`src/rtl/barrel_shift_pkg.sv`:
```
// Shared encodings and helpers for the pipelined barrel shifter.
package barrel_shift_pkg;

    typedef enum logic [1:0] {
        MODE_LOG = 2'b00,
        MODE_ARI = 2'b01,
        MODE_ROT = 2'b10,
        MODE_RSV = 2'b11
    } shift_mode_e;

    localparam logic DIR_RIGHT = 1'b0;
    localparam logic DIR_LEFT  = 1'b1;

    // Control that rides along with each operand so stages never mix fields.
    typedef struct packed {
        logic        dir;
        shift_mode_e mode;
        logic        sign;
    } shift_ctrl_t;

    function automatic int clog2(input int value);
        int r;
        r = 0;
        for (int i = 0; i < 31; i++) begin
            if ((1 << i) < value) begin
                r = i + 1;
            end
        end
        return r;
    endfunction

endpackage

```
`src/rtl/barrel_shift_level.sv`:
```
// One combinational shifter level: shifts by 2^LEVEL when enabled.
// The carry tracks the last bit pushed out; composed over all levels this
// equals the last bit shifted out by the total amount, in every mode.
module barrel_shift_level
    import barrel_shift_pkg::*;
#(
    parameter int WIDTH = 32,
    parameter int LEVEL = 0
) (
    input  logic [WIDTH-1:0] d_in,
    input  logic             c_in,
    input  logic             en,
    input  logic             dir,
    input  shift_mode_e      mode,
    input  logic             sign,
    output logic [WIDTH-1:0] d_out,
    output logic             c_out
);

    localparam int SHIFT = 1 << LEVEL;

    logic             rot;
    logic             fill;
    logic [WIDTH-1:0] sh_right;
    logic [WIDTH-1:0] sh_left;

    // Build both directions, then pick; reserved mode rotates.
    always_comb begin
        rot  = (mode == MODE_ROT) || (mode == MODE_RSV);
        fill = (mode == MODE_ARI) && (dir == DIR_RIGHT) && sign;
        if (rot) begin
            sh_right = {d_in[SHIFT-1:0], d_in[WIDTH-1:SHIFT]};
            sh_left  = {d_in[WIDTH-SHIFT-1:0], d_in[WIDTH-1:WIDTH-SHIFT]};
        end else begin
            sh_right = {{SHIFT{fill}}, d_in[WIDTH-1:SHIFT]};
            sh_left  = {d_in[WIDTH-SHIFT-1:0], {SHIFT{1'b0}}};
        end
        if (en) begin
            d_out = (dir == DIR_LEFT) ? sh_left : sh_right;
            c_out = (dir == DIR_LEFT) ? d_in[WIDTH-SHIFT] : d_in[SHIFT-1];
        end else begin
            d_out = d_in;
            c_out = c_in;
        end
    end

endmodule

```
`src/rtl/barrel_shift_pipe.sv`:
```
// Pipelined barrel shifter: LEVELS shift levels split into PIPE register
// groups of GROUP levels each, with a global stall and synchronous flush.
module barrel_shift_pipe
    import barrel_shift_pkg::*;
#(
    parameter  int WIDTH  = 32,
    parameter  int GROUP  = 2,
    localparam int LEVELS = clog2(WIDTH),
    localparam int PIPE   = (LEVELS + GROUP - 1) / GROUP
) (
    input  logic              i_clk,
    input  logic              i_rst,
    input  logic              i_valid,
    output logic              o_ready,
    input  logic [WIDTH-1:0]  i_in,
    input  logic [LEVELS-1:0] i_amount,
    input  logic              i_dir,
    input  logic [1:0]        i_mode,
    input  logic              i_carry,
    input  logic              i_flush,
    output logic              o_valid,
    input  logic              i_ready,
    output logic [WIDTH-1:0]  o_out,
    output logic              o_carry
);

    logic [PIPE-1:0] valid_q;
    logic            stall;

    assign stall   = o_valid & ~i_ready;
    // A flush refuses new input so nothing slips in behind the clear.
    assign o_ready = ~stall & ~i_flush;
    assign o_valid = valid_q[PIPE-1];

    // Valid shift register: flush beats stall, stall holds everything.
    always_ff @(posedge i_clk or posedge i_rst) begin
        if (i_rst) begin
            valid_q <= '0;
        end else if (i_flush) begin
            valid_q <= '0;
        end else if (!stall) begin
            valid_q[0] <= i_valid;
            for (int k = 1; k < PIPE; k++) begin
                valid_q[k] <= valid_q[k-1];
            end
        end
    end

    for (genvar k = 0; k < PIPE; k++) begin : g_grp
        localparam int LO  = k * GROUP;
        localparam int HI  = ((k + 1) * GROUP < LEVELS) ? (k + 1) * GROUP : LEVELS;
        localparam int N   = HI - LO;
        localparam int REM = LEVELS - LO;

        logic [WIDTH-1:0] src_data;
        logic             src_carry;
        logic [REM-1:0]   src_amt;
        shift_ctrl_t      src_ctrl;
        logic [WIDTH-1:0] data_q;
        logic             carry_q;

        // Only the amount bits not yet consumed travel to later stages.
        if (k == 0) begin : g_head
            assign src_data  = i_in;
            assign src_carry = i_carry;
            assign src_amt   = i_amount;
            assign src_ctrl  = '{dir: i_dir, mode: shift_mode_e'(i_mode), sign: i_in[WIDTH-1]};
        end else begin : g_body
            assign src_data  = g_grp[k-1].data_q;
            assign src_carry = g_grp[k-1].carry_q;
            assign src_amt   = g_grp[k-1].g_ctl.amt_q;
            assign src_ctrl  = g_grp[k-1].g_ctl.ctrl_q;
        end

        for (genvar j = 0; j < N; j++) begin : g_lvl
            logic [WIDTH-1:0] d_in;
            logic [WIDTH-1:0] d_out;
            logic             c_in;
            logic             c_out;

            if (j == 0) begin : g_first
                assign d_in = src_data;
                assign c_in = src_carry;
            end else begin : g_chain
                assign d_in = g_lvl[j-1].d_out;
                assign c_in = g_lvl[j-1].c_out;
            end

            barrel_shift_level #(
                .WIDTH (WIDTH),
                .LEVEL (LO + j)
            ) u_level (
                .d_in  (d_in),
                .c_in  (c_in),
                .en    (src_amt[j]),
                .dir   (src_ctrl.dir),
                .mode  (src_ctrl.mode),
                .sign  (src_ctrl.sign),
                .d_out (d_out),
                .c_out (c_out)
            );
        end

        // Stage data register; contents only matter while its valid is set.
        always_ff @(posedge i_clk or posedge i_rst) begin
            if (i_rst) begin
                data_q  <= '0;
                carry_q <= 1'b0;
            end else if (!stall) begin
                data_q  <= g_lvl[N-1].d_out;
                carry_q <= g_lvl[N-1].c_out;
            end
        end

        if (k < PIPE - 1) begin : g_ctl
            logic [REM-N-1:0] amt_q;
            shift_ctrl_t      ctrl_q;

            // Control travels in lockstep with the stage data.
            always_ff @(posedge i_clk or posedge i_rst) begin
                if (i_rst) begin
                    amt_q  <= '0;
                    ctrl_q <= '0;
                end else if (!stall) begin
                    amt_q  <= src_amt[REM-1:N];
                    ctrl_q <= src_ctrl;
                end
            end
        end
    end

    assign o_out   = g_grp[PIPE-1].data_q;
    assign o_carry = g_grp[PIPE-1].carry_q;

endmodule

```
`config.mk`:
```
export PLATFORM = sky130hd
export DESIGN_NAME = barrel_shift_pipe
export DESIGN_NICKNAME = d
export VERILOG_FILES = /design/src/rtl/barrel_shift_pkg.sv /design/src/rtl/barrel_shift_level.sv /design/src/rtl/barrel_shift_pipe.sv
export SDC_FILE = /design/constraint.sdc
export NUM_CORES = 1
export LEC_CHECK = 0
export BUFFER_PORTS_ARGS = -buffer_cell sky130_fd_sc_hd__buf_2
export CAP_MARGIN = 0
export CORE_UTILIZATION = 60
export CTS_CLUSTER_DIAMETER = 150
export DETAILED_ROUTE_END_ITERATION = 12
export GPL_TIMING_DRIVEN = 0
export PLACE_DENSITY = 0.82
export SLEW_MARGIN = 0
export SYNTH_ARGS = -nofsm -noshare
export SYNTH_HDL_FRONTEND = slang
export SYNTH_SLANG_ARGS = --single-unit
```
`constraint.sdc`:
```
create_clock -name i_clk -period 4.8 [get_ports i_clk]
set_clock_uncertainty 0.05 [all_clocks]
set_input_delay 0.48 -clock i_clk [delete_from_list [all_inputs] [get_ports i_clk]]
set_output_delay 0.48 -clock i_clk [all_outputs]
set_load 0.01 [all_outputs]
```
==> flow_summary.toml, run 1 <==
[status]
status = "finished, final reports clean"

[routing]
drtAntennaViolNets = 0
drtIter0Drc = 878
vias_per_cell = 6.84
drc = 0
wl_per_cell_um = 24.2
vias = 8299
drt_pass1_iterations = 5
wirelength_um = 29300

[logic_synthesis]
async_reset_ff_frac = 1.00
synth_compound_area_frac = 0.257
synth-seq-cells = 114
synth-seq-area-share = 0.345
yosys.area.top_type_share = 0.345
syn-num-nets = 973
synth-edff-count = 0
synth.area.mux_share = 0.168
synthFlopType = "dfrtp_1"
synth_simple_gate_area_frac = 0.156
syn_inst = 927
yosys.area.top_type = "dfrtp_1"
ys_warn_count = 0
synth_xor_area_frac = 0
synth_area_sq_mm = 0.00827
synthTopCellsByArea = "dfrtp_1, mux2i_1, nand2_1"
synth_top_family_by_area = "compound AO/OA/AOI/OAI gates"
synth_fa_ha_area_frac = 0
ys_types = 51
synth_area_per_cell_sq_um = 8.92
synth_common_cells = "dfrtp_1, nand2_1, nor2_1"

[worst_hold_path]
hp-class = "primary input to asynchronous set/reset pin"

[global_route]
grt_overflow_total = 0
grt_max_degree = 60
antenna_found_initial = 0
grt_first_pass_wirelength_um = 46000
grtUsageTotal = 0.428
grt_pass1_vias = 8118

[timing]
fmax_mhz = 382
slew_viol_final = 0
tightest_slew_ns = 0.716
fin_crit_ns = 2.62
setup_viol = 0
finalCritPeriodShare = 0.546
hold_viol_final = 0
slew_headroom = 0.522
finalSetupTns_ns = 0
rsz0062_at_grt = "no"

[worst_setup_path]
reg2reg_to = "g_grp[1].data_q[25]"
path_depth = 6
crit_type = "flip-flop to output port"
cpMaxStageDelayCell = "buf_2"
crit_path_max_fanout = 10
crit_buf_inv = 4
arrival_ns = 2.09
cpMostUsedCell = "buf_2"
crit_family = "buffers and inverters"
critical_path.startpoint = "valid_q[2]"
cpPeakStageDelay_ns = 0.39
reg2reg_from = "g_grp[0].g_ctl.amt_q[1]"
start_kind = "flip-flop"
rrSetupSlack_ns = 2.61
critPathCaptureType = "output port"
ff2ff_path_depth = 4
cp_cell_sequence = "nor2b_1 -> buf_2 -> buf_2 -> buf_2 -> nor2_1 -> buf_2"
critical_path_required_ns = 4.27
endpoint = "o_ready"

[cts]
h-tree-depth = 4
clk_pin_slew_worst_paths_ns = 0.06
cts_setup_buffers = 0
clk_path_buf_depth = 2
clock_latency_ns = 0.42
root_buffer = "clkbuf_16"
hold_buffers = 0
cts_resized = 0
cts_buffers = 17
cts_tree = "built"
cts_sinks = 114

[placement]
dpl.cell_count = 1182
dpl.hpwl_um = 21200
io_buffers = 78
routabilityCongestion = 1.02

[final_layout]
finalNetCount = 1071
syn_to_final_growth_pct = 15.4
drive_above_1_share = 0.233
final-instance-count-excl-fill = 1214
n_fill_cell = 1110
diodes = 0
final_core_util = 0.715

[die]
die_w_um = 119
dieArea_sq_mm = 0.0142
core-area_sq_mm = 0.0133
num_rows = 42
io-pin-count = 81
start_util = 0.619
die_h_um = 119

[power_and_ir_drop]
ir_worst_vdd_v = 0.000267
p_switching_mw = 1.17
leakagePower_nw = 4.11
clkPwrFrac = 0.387
internal_power_mw = 2.35
p_per_area_mw_per_mm2 = 369
seqPwrFrac = 0.366
power.share.switching = 0.332
power_frac_comb = 0.246

[flow_run]
max_cap_viol_count = 0
-- cell type report --
type                            instances  area, sq um  area share
Clock buffer                           18          429      0.0450
Clock inverter                         14          204      0.0214
Buffer                                 94          592      0.0620
Tap cell                              176          220      0.0231
Timing Repair Buffer                   79          418      0.0438
Sequential cell                       114         2850       0.299
Multi-Input combinational cell        714         4800       0.503
Inverter                                5         21.3     0.00223
-- placed cells by master (no fill, tap or decap), types with 5 or more instances in the layout --
master     Yosys  layout
a2111oi_0      7       7
a211o_1        5       5
a211oi_1      43      43
a211oi_2       9       9
a21o_1         5       5
a21oi_1       72      72
a21oi_2       10      10
a221o_1        5       5
a221oi_1       5       5
a31oi_1       23      23
and3_1         8       8
buf_1          8       8
buf_2         44     122
buf_4         10      10
buf_6         10      10
clkbuf_1      17      18
clkbuf_16      0      17
dfrtp_1      114     114
mux2_2        12      12
mux2i_1       74      74
mux4_1         5       5
mux4_2        15      15
nand2_1      114     114
nand2b_1      10      10
nand3_1       10      10
nor2_1       106     106
nor2b_1       33      33
nor3_1         5       5
o211ai_1       6       6
o21ai_0       32      32
o21ai_1       13      13
o22ai_1       37      37
o31ai_1       11      11
o31ai_2       10      10
-- worst min-delay path by stage --
stage | cells past startpoint | slack, ns | from | end
6_report | 2 | 0.12 | i_rst | o_out[29]
5_1_grt | 2 | 0.19 | i_rst | o_out[29]
4_1_cts | 2 | 0.15 | i_rst | o_out[29]
3_5_place_dp | 2 | 0.41 | g_grp[1].g_ctl.ctrl_q[0] | g_grp[1].g_ctl.ctrl_q[0]
3_3_place_gp | 2 | 0.40 | g_grp[1].g_ctl.ctrl_q[0] | g_grp[1].g_ctl.ctrl_q[0]
2_1_floorplan | 2 | 0.39 | g_grp[0].g_ctl.amt_q[2] | g_grp[0].g_ctl.amt_q[2]
-- layer usage --
layer / share of wire / track usage / vias to the layer above
li1: - / - / 3631
met1: 0.37 / 0.516 / 3946
met2: 0.47 / 0.693 / 573
met3: 0.10 / 0.102 / 149
met4: 0.060 / 0.261 / 0
met5: 0 / 0 / -
-- state kept, by name (all words and copies together), names as in the netlist --
name / count
g_grp.g_ctl.ctrl_q: 8
g_grp.data_q: 64
g_grp.g_ctl.amt_q: 4
valid_q: 3
o_carry: 1
o_out: 32
g_grp.carry_q: 2
-- worst reg2reg max path, stage by stage (launching register included) --
cell and delay (ns):
dfrtp_1 0.56, buf_2 0.33, nand3_1 0.38, a221oi_1 0.59, nor2_1 0.14
-- power groups by stage --
stage / sequential (mW) / combinational, mW / clock, mW
after floorplan: 1.25 / 0.560 / 0
after global placement: 1.28 / 0.824 / 0
after detailed placement: 1.29 / 0.837 / 0
after CTS: 1.27 / 0.846 / 1.35
after global routing: 1.30 / 0.933 / 1.39
final: 1.29 / 0.867 / 1.36
-- per-stage QoR --
step	instance area, sq um	total power, mW	hold WS (ns)	worst slack [ns]
floorplan	8270	1.81	0.389	1.25
global placement	8880	2.11	0.401	0.140
detailed placement	8910	2.13	0.407	2.45
CTS	9540	3.47	0.152	2.20
global route	9540	3.63	0.187	2.14
finish	9540	3.52	0.117	2.18
-- cells by family (layout without fill, tap and decap cells) --
| group | Yosys count | in the layout |
|---|---|---|
| flip-flops | 114 | 114 |
| AND/OR/NAND/NOR | 296 | 296 |
| buffers and inverters | 99 | 210 |
| multiplexers | 109 | 109 |
| AO/OA/AOI/OAI | 309 | 309 |
Power figures use the tool's default switching activity.
==> run 2: changes to the inputs <==
Settings changed: ABC_AREA set to 1, CORE_UTILIZATION 60 to 54, PLACE_DENSITY 0.82 to 0.78.
Clock period 4.8 ns to 2.1 ns, I/O delays scaled along.
==> flow_summary.toml, run 2 <==
[die]
core-area_sq_mm = 0.0141
start_util = 0.563
num_rows = 43
dieArea_sq_mm = 0.0152
die_h_um = 123
die_w_um = 123
io-pin-count = 81

[worst_setup_path]
critical_path_required_ns = 2.38
arrival_ns = 2.13
crit_family = "buffers and inverters"
critPathCaptureType = "flip-flop"
start_kind = "flip-flop"
crit_buf_inv = 4
crit_type = "flip-flop to flip-flop"
cpPeakStageDelay_ns = 0.54
crit_path_max_fanout = 10
cp_cell_sequence = "inv_1 -> nor2_4 -> inv_2 -> buf_2 -> buf_1 -> nand3_1 -> o21ai_0"
cpMaxStageDelayCell = "buf_1"

[cts]
cts_resized = 0
cts_buffers = 17
cts_setup_buffers = 0
cts_sinks = 114
clock_latency_ns = 0.42
clk_path_buf_depth = 2
cts_tree = "built"
clk_pin_slew_worst_paths_ns = 0.06
root_buffer = "clkbuf_16"
hold_buffers = 6
h-tree-depth = 4

[power_and_ir_drop]
p_per_area_mw_per_mm2 = 845
leakagePower_nw = 4.58
ir_worst_vdd_v = 0.000469

[final_layout]
largest_reg_flops = 64
syn_to_final_growth_pct = 16.8
layout_commonest_cell = "nand2_1"
n_fill_cell = 1304
layout_common_cells = "nand2_1, nand3_1, dfrtp_1"
regMostFlops = "g_grp.data_q"
diodes = 0
drive_above_1_share = 0.181
finalNetCount = 1341
design_area_sq_mm = 0.00926

[timing]
finalSetupTns_ns = 0
hold_viol_final = 0
slew_headroom = 0.391
fin_crit_ns = 1.85
finalCritPeriodShare = 0.883
rsz0062_at_grt = "no"
tightest_slew_ns = 0.911
setup_viol = 0
fmax_mhz = 539
fin_ws_ns = 0.246
hold_slack_ns = 0.0221
slew_viol_final = 0

[placement]
dpl.hpwl_um = 20900
place_ws_ns = 0.259
routabilityCongestion = 1.03
io_buffers = 78
placed_cell_area_sq_mm = 0.00859

[routing]
drtAntennaViolNets = 0
vias = 8563
vias_per_cell = 5.75
wl_per_cell_um = 18.1
drt_pass1_iterations = 6
drc = 0
wirelength_um = 27000
drtIter0Drc = 682

[logic_synthesis]
syn_inst = 1190
synth-edff-count = 0
ys_warn_count = 0
yosys.area.top_type_share = 0.360
synth_area_sq_mm = 0.00793
synth-seq-cells = 114
synthMostInstantiatedCell = "nand2_1"
synth-seq-area-share = 0.360
syn-num-nets = 1236
synthFlopType = "dfrtp_1"
synth_common_cells = "nand2_1, nand3_1, dfrtp_1"
synth_area_per_cell_sq_um = 6.67
async_reset_ff_frac = 1.00
ys_types = 35
synthTopCellsByArea = "dfrtp_1, nand2_1, nand3_1"
yosys.area.top_type = "dfrtp_1"

[global_route]
grt_overflow_total = 0
antenna_found_initial = 0
grt_first_pass_wirelength_um = 42400
grt_pass1_vias = 8080
grtUsageTotal = 0.374
grt_max_degree = 45

[status]
status = "finished, final reports clean"

[worst_hold_path]
hp-class = "primary input to flip-flop"

[flow_run]
max_cap_viol_count = 0
-- run 2: changes by cell type after synthesis, sizes merged, moves of 33 or more --
cell    change
nand3     +124
o22ai      -36
nand2     +257
nor2b      -33
o21ai      +99
mux2i      -74
inv        +91
a211oi     -52
-- run 2: path summary, 6_finish.rpt --
check / startpoint / end / slack (ns) / cells past startpoint
worst min-delay path: i_mode[0] / g_grp[0].g_ctl.ctrl_q[1] / 0.02 / 3
max in group asynchronous: i_rst / g_grp[0].data_q[31] / 0.83 / 4
worst max-delay path: valid_q[2] / g_grp[1].data_q[30] / 0.25 / 7
min in group asynchronous: i_rst / g_grp[1].data_q[13] / 0.47 / 3
worst max register to register: valid_q[2] / g_grp[1].data_q[30] / 0.25 / 7
worst min register to register: o_out[25] / o_out[25] / 0.42 / 2
-- run 2: logic make-up after synthesis --
kind of cell	synth area share
AO/OA/AOI/OAI	0.189
buffers and inverters	0.110
flip-flops	0.360
AND/OR/NAND/NOR	0.341
-- run 2: layer usage --
metal,routed length (um),share of wire,vias up,track usage
met5,0,0,-,0
met4,1200,0.045,0,0.188
met1,11100,0.41,4032,0.457
met3,1820,0.068,71,0.0678
li1,-,-,4102,-
met2,12800,0.48,358,0.631
-- run 2: cell type report --
type                            count  area (sq um)  share of cell area
Clock buffer                       18           429              0.0463
Sequential cell                   114          2850               0.308
Buffer                             86           508              0.0549
Timing Repair Buffer               86           490              0.0530
Inverter                           96           367              0.0396
Tap cell                          180           225              0.0243
Clock inverter                     14           180              0.0195
Multi-Input combinational cell    894          4210               0.454
-- run 2: metrics by stage --
step | total power [mW] | instances | util
after CTS | 7.78 | 1488 | 0.657
final | 7.83 | 1488 | 0.657
after detailed placement | 4.80 | 1450 | 0.610
after floorplan | 4.08 | 1190 | -
after global routing | 8.20 | 1488 | 0.657
after global placement | 4.77 | 1448 | 0.607
-- run 2: worst reg2reg max path, delay by kind of cell, from the launching register on --
kind                   cells  cell delay [ns]
AND/OR/NAND/NOR            2             0.30
AO/OA/AOI/OAI              1             0.12
flip-flops                 1             0.37
buffers and inverters      4             0.93
-- run 2: power by group --
part           total [mW]  switching (mW)  internal [mW]  leakage, nW
Sequential           2.83           0.281           2.55         1.34
Clock                2.99            1.11           1.88        0.292
Combinational        2.00            1.29          0.717         2.95
==> run 3: changes to the inputs <==
Settings changed: CORE_UTILIZATION 54 to 60, PLACE_DENSITY 0.78 to 0.82.
Clock period 2.1 ns to 1.9 ns, I/O delays scaled along.
==> flow_summary.toml, run 3 (synthesis gave the netlist of run 2 again) <==
[cts]
cts_setup_buffers = 0
clock_latency_ns = 0.43
cts_tree = "built"
h-tree-depth = 4
clk_path_buf_depth = 2
clk_pin_slew_worst_paths_ns = 0.06
root_buffer = "clkbuf_16"
cts_buffers = 17
cts_sinks = 114

[worst_hold_path]
whs_endpoint = "g_grp[0].g_ctl.ctrl_q[2]"
hp-start = "i_mode[1]"
hold-path-cell-count = 3
hp-class = "primary input to flip-flop"

[placement]
dpl.cell_count = 1442
place_ws_ns = 0.0895
dpl.hpwl_um = 20500
io_buffers = 78
routabilityCongestion = 1.02

[final_layout]
final_core_util = 0.722
diodes = 0
syn_to_final_growth_pct = 16.3
multi_input_area_sq_mm = 0.00421
drive_above_1_share = 0.181
layout_commonest_cell = "nand2_1"
n_fill_cell = 1070
largest_reg_flops = 64
finalNetCount = 1342
seqCellArea_sq_mm = 0.00285
layout_common_cells = "nand2_1, nand3_1, dfrtp_1"
regMostFlops = "g_grp.data_q"
final-instance-count-excl-fill = 1481

[worst_setup_path]
critPathCaptureType = "flip-flop"
crit_type = "flip-flop to flip-flop"
reg2reg_to = "g_grp[1].data_q[28]"
reg2reg_from = "valid_q[2]"
critical_path_required_ns = 2.12
crit_path_max_fanout = 10
rrSetupSlack_ns = 0.07
ff2ff_path_depth = 6
start_kind = "flip-flop"
arrival_ns = 2.05

[die]
die_h_um = 117
io-pin-count = 81
die_w_um = 117
start_util = 0.621
core-area_sq_mm = 0.0128
dieArea_sq_mm = 0.0137
num_rows = 41

[timing]
rsz0062_at_grt = "no"
hold_viol_final = 0
fmax_mhz = 546
tightest_slew_ns = 0.867
slew_headroom = 0.422
finalCritPeriodShare = 0.964
fin_crit_ns = 1.83
slew_viol_final = 0
setup_viol = 0
fin_ws_ns = 0.0687

[global_route]
grt_pass1_vias = 8266
grt_overflow_total = 0
grt_first_pass_wirelength_um = 43300
grt_max_degree = 43
grtUsageTotal = 0.426
antenna_found_initial = 0

[power_and_ir_drop]
ir_worst_vdd_v = 0.000607
total_power_mw = 8.48
clkPwrFrac = 0.366
p_per_area_mw_per_mm2 = 919
power_frac_comb = 0.264
power.share.switching = 0.347
seqPwrFrac = 0.370
internal_power_mw = 5.54
leakagePower_nw = 4.57
p_switching_mw = 2.94

[routing]
drc = 0
vias_per_cell = 5.93
vias = 8785
wirelength_um = 27600
drt_pass1_iterations = 6
wl_per_cell_um = 18.6
drtIter0Drc = 869
drtAntennaViolNets = 0

[flow_run]
max_cap_viol_count = 0

[status]
status = "finished, final reports clean"
## run 3: routing by layer
metal / share of wire / up-vias / global-route usage
li1: - / 4094 / -
met1: 0.39 / 4054 / 0.515
met2: 0.48 / 530 / 0.705
met3: 0.080 / 107 / 0.0834
met4: 0.052 / 0 / 0.261
met5: 0 / - / 0
## run 3: power by group through the flow
stage,registers (mW),logic [mW],clock network [mW]
finish,3.14,2.24,3.10
detailed placement,3.16,2.15,0
global route,3.19,2.48,3.19
CTS,3.12,2.18,3.10
global placement,3.14,2.10,0
floorplan,3.13,1.38,0
## run 3: timing repair
action | 4_1_cts | 5_1_grt
setup endpoints to repair | 0 | 2
hold endpoints to repair | 36 | 0
hold buffers | 7 | 0
resized for setup | 0 | 2
## run 3: worst max path at each step
stage | slack (ns) | endpoint | from
floorplan | 0.27 | g_grp[0].carry_q | i_rst
global placement | -0.42 | o_out[16] | i_rst
detailed placement | 0.09 | g_grp[0].g_ctl.amt_q[0] | valid_q[2]
CTS | 0.06 | g_grp[0].g_ctl.amt_q[0] | valid_q[2]
global route | 0.001 | g_grp[1].data_q[9] | valid_q[2]
finish | 0.07 | g_grp[1].data_q[28] | valid_q[2]
## run 3: stage by stage
stage | hold slack (ns) | cell area [sq um] | setup TNS [ns]
final | 0.0773 | 9230 | 0
after global routing | 0.117 | 9230 | 0
after CTS | 0.0662 | 9220 | 0
after detailed placement | 0.284 | 8580 | 0
after global placement | 0.318 | 8540 | -46.43
after floorplan | 0.203 | 7940 | 0
## run 3: final cells by class
cell class | instances | share of cell area
Buffer | 86 | 0.0555
Multi-Input combinational cell | 894 | 0.456
Tap cell | 172 | 0.0233
Clock inverter | 13 | 0.0149
Sequential cell | 114 | 0.309
Inverter | 96 | 0.0397
Clock buffer | 19 | 0.0469
Timing Repair Buffer | 87 | 0.0542
## run 3: critical path, cell delays in order (launching register included)
cell and delay [ns]:
dfrtp_1 0.37, inv_1 0.09, nor2_4 0.06, inv_2 0.06
buf_2 0.25, clkbuf_1 0.60, o21ai_0 0.18
